<file path="src/rtl/display.sv">
// display: 24-hour clock core with a 1 s prescaler, 1 Hz blink and synchronous time load
// Ports: clk (system clock), reset (async, active-low), set (load strobe),
//        set_hours[4:0] / set_minutes[6:0] (load values), sec (1 Hz blink),
//        min[6:0] (minutes 0..59), hrs[4:0] (hours 0..23)
module display #(
    parameter int CLKS_PER_SEC = 1000
) (
    input  logic       clk,
    input  logic       reset,
    input  logic       set,
    input  logic [4:0] set_hours,
    input  logic [6:0] set_minutes,
    output logic       sec,
    output logic [6:0] min,
    output logic [4:0] hrs
);
    localparam int PW = $clog2(CLKS_PER_SEC);
    logic [PW-1:0] pre, pre_nx;
    logic [5:0] s, s_nx;
    logic [6:0] min_nx;
    logic [4:0] hrs_nx;
    logic tick, load, m_wrap, h_wrap;
    always_comb begin
        tick   = pre == PW'(CLKS_PER_SEC - 1);
        load   = set && set_hours <= 5'd23 && set_minutes <= 7'd59;
        m_wrap = tick && s == 6'd59;
        h_wrap = m_wrap && min == 7'd59;
        pre_nx = (load || tick) ? '0 : pre + 1'b1;
        s_nx   = load ? 6'd0 : tick ? (s == 6'd59 ? 6'd0 : s + 6'd1) : s;
        min_nx = load ? set_minutes : m_wrap ? (min == 7'd59 ? 7'd0 : min + 7'd1) : min;
        hrs_nx = load ? set_hours : h_wrap ? (hrs == 5'd23 ? 5'd0 : hrs + 5'd1) : hrs;
    end
    // sec is derived from the next prescaler value so it always mirrors pre >= half
    always_ff @(posedge clk or negedge reset) begin
        if (!reset) begin
            pre <= '0;
            s   <= '0;
            min <= '0;
            hrs <= '0;
            sec <= 1'b0;
        end else begin
            pre <= pre_nx;
            s   <= s_nx;
            min <= min_nx;
            hrs <= hrs_nx;
            sec <= pre_nx >= PW'(CLKS_PER_SEC / 2);
        end
    end
endmodule

</file>
<file path="config.mk">
export PLATFORM = sky130hd
export DESIGN_NAME = display
export DESIGN_NICKNAME = d
export VERILOG_FILES = /design/src/rtl/display.sv
export SDC_FILE = /design/constraint.sdc
export NUM_CORES = 1
export LEC_CHECK = 0
export ABC_AREA = 1
export CORE_ASPECT_RATIO = 0.8
export CORE_MARGIN = 4
export CORE_UTILIZATION = 53
export DETAILED_ROUTE_END_ITERATION = 10
export PLACE_DENSITY = 0.79
export REMOVE_ABC_BUFFERS = 1
export SLEW_MARGIN = 40
export SYNTH_ARGS = -nofsm -noshare
export SYNTH_HDL_FRONTEND = slang
export SYNTH_SLANG_ARGS = --single-unit
</file>
<file path="constraint.sdc">
create_clock -name clk -period 2.2 [get_ports clk]
set_clock_uncertainty 0.15 [all_clocks]
set_input_delay 0.55 -clock clk [delete_from_list [all_inputs] [get_ports clk]]
set_output_delay 0.55 -clock clk [all_outputs]
set_load 0.01 [all_outputs]
</file>
==> impl_metrics.tcl <==
set metrics [dict create \
    wire_per_inst_um 12.84 \
    antenna_cells 0 \
    tns_ps 0 \
    regToRegSetupSlack_ps 390 \
    syn-mean-instance-area_um2 7.400 \
    crit_family "buffers and inverters" \
    synth_top_cell_by_area "dfrtp_1" \
    crit_required_ps 1500 \
    ant_nets 0 \
    cts_tree "yes" \
    synth.area.top_cells "dfrtp_1 (42%), nand2_1 (14%), nand3_1 (7.8%)" \
    synth_seq_cells 29 \
    syn_inst 234 \
    synth_edf_count 0 \
    num-nets-final 291 \
    met1_length_mm 1.999 \
    grt_overflow 0 \
    cts_buffers 5 \
    insertion_delay_ps 280 \
    layout_setup_ws_ps 204.9 \
    slew_violations 0 \
    syn-cell-area_mm2 0.001732 \
    min_period_ps 1995 \
    met2_length_mm 1.817 \
    vias 1582 \
    relSlewSlack 0.7510 \
    dr.pass1.iters 4 \
    clock-sinks 29 \
    synth_ff_type "dfrtp_1" \
    clk_pin_slew_ps 60 \
    post-route-period-util 0.9068 \
    max-vdd-ir-drop_v 0.0005604 \
    fillers 257 \
    powerDensity_mw_per_mm2 776.9 \
    first_iter_violations 115 \
    chipHeight_um 59.13 \
    p_leak_uw 0.001057 \
    reg2reg_from "pre[0]" \
    clock_path_buffers 2 \
    worstPathArrival_ps 1300 \
    rsz0062_at_grt "no" \
    grt_pass1_vias 1460 \
    critPathMaxStageDelay_ps 570 \
    io_pins 28 \
    cts_hold_buf 0 \
    grt_pass1_wl_mm 6.644 \
    criticalPathCategory "flop to output pin" \
    dieArea_mm2 0.004251 \
    antenna_found_initial 0 \
    fp-row-count 18 \
    async_flop_share 1.000 \
    grt_usage 0.2020 \
    drc 0 \
    post-synth-top-count-cell "nand2_1" \
    cpMaxStageDelayCell "clkdlybuf4s50_1" \
    wirelength_mm 4.018 \
    crit_buf_inv 1 \
    path_cells "clkdlybuf4s50_1" \
    routabilityCongestion 0.8437 \
    drt-vias-per-instance 5.054 \
    dp_hpwl_mm 2.935 \
    dp_slack_ps -43.29 \
    routed.top_layer "met4" \
    reg2reg_depth 10 \
    synth_top_area_frac 0.4191 \
    synth_cell_types 29 \
    area_growth_pct 25.87 \
    hold_path_class "flop to flop" \
    crit_path_end "hrs[2]" \
    io_buffers 27 \
    tightestPinTransition_ps 373.4 \
    power_uw 1693 \
    endpoint_kind "output pin" \
    core_area_mm2 0.003108 \
    status "finished, final reports clean" \
    start_util 0.5572 \
    post_cts_buffers 0 \
    ctsResizeCount 0 \
    seq_area_um2 725.7 \
    critPathLaunchType "flop" \
    hold_violations 0 \
    cts-htree-levels 2 \
    drv_cap 0 \
    grt_max_degree 30 \
    drive_gt1_frac 0.1136 \
    cp_num_cells 1 \
    crit_start "hrs[2]" \
    routed-wl-met3_um 150 \
    multiInputGateArea_um2 869.6 \
    cts_root_buf "clkbuf_8" \
    die_width_um 71.91 \
    ys_top_cells_by_count "nand2_1 (63), dfrtp_1 (29), nand3_1 (27), inv_1 (25), nor2_1 (25)" \
    yosysSeqAreaShare 0.4191 \
    r2r_end "hrs[3]" \
    max_freq_mhz 501.2 \
    ys_warn_count 0 \
    worst-path-max-fanout 6 \
    final_core_util 0.7013 \
    setup_viol 0 \
]
-- cell families (layout without fill, tap and decap cells) --
group                      Yosys count  in the layout  synth area share
xor gates and xnor gates             6              6           0.03035
buffers and inverters               32             71           0.07875
DFF                                 29             29            0.4191
and+or+nand+nor                    135            135            0.3548
adders and majority gates            4              4           0.02890
AOI/OAI and AO/OA                   28             28           0.08815
-- metal layers --
| layer | GRT usage | vias up |
|---|---|---|
| li1 | - | 827 |
| met1 | 0.2784 | 711 |
| met2 | 0.3089 | 38 |
| met3 | 0.05254 | 6 |
| met4 | 0.07239 | 0 |
| met5 | 0 | - |
-- stage by stage --
stage / cell area [µm²] / std cells / hold WS, ps
after global routing: 2180 / 313 / 379.5
final: 2180 / 313 / 362.7
after CTS: 2180 / 313 / 366.6
after global placement: 2097 / 305 / 321.9
after detailed placement: 2097 / 305 / 358.0
after floorplan: 1697 / 229 / 104.4
-- registers in the layout, summed over array words and instances, names as in the netlist --
name,count
s,6
sec,1
min,7
hrs,5
pre,10
-- worst register-to-register path, stage by stage (launching register included) --
cell	delay [ps]
dfrtp_1	400
ha_1	200
nand2_2	90
nor2_2	100
nand3_2	130
nand2_4	150
nand2_4	70
buf_4	150
nor2_4	140
nand2_1	70
o21ai_0	80
-- power breakdown --
| part | leakage (µW) | internal [µW] | switching [µW] |
|---|---|---|---|
| Sequential | 0.000382 | 642 | 115 |
| Combinational | 0.000630 | 243 | 265 |
| Clock | 0.0000450 | 219 | 209 |
-- layout make-up --
type | instances | share of cell area
Multi-Input combinational cell | 173 | 0.3990
Sequential cell | 29 | 0.3330
Timing Repair Buffer | 36 | 0.1607
Inverter | 27 | 0.04650
Clock buffer | 6 | 0.03330
Tap cell | 40 | 0.02296
Clock inverter | 2 | 0.004592
-- cell usage in the layout, fill, tap and decap left out, types with 2 or more instances in the layout --
cell / count
a21oi_1: 3
buf_4: 8
clkbuf_8: 5
clkdlybuf4s50_1: 27
clkinv_2: 2
dfrtp_1: 29
ha_1: 4
inv_1: 25
inv_2: 2
nand2_1: 63
nand2_2: 3
nand2_4: 2
nand3_1: 27
nand3_2: 2
nand4_1: 5
nor2_1: 25
nor2_2: 3
nor3_1: 2
o21a_1: 2
o21ai_0: 19
xor2_1: 5
-- worst min-delay path by stage --
stage | startpoint | end | depth (start not counted)
3_3_place_gp | pre[0] | pre[0] | 1
6_report | pre[0] | pre[0] | 1
5_1_grt | pre[0] | pre[0] | 1
4_1_cts | pre[0] | pre[0] | 1
3_5_place_dp | pre[0] | pre[0] | 1
2_1_floorplan | reset | hrs[0] | 0
(Power assumes the default switching activity.)
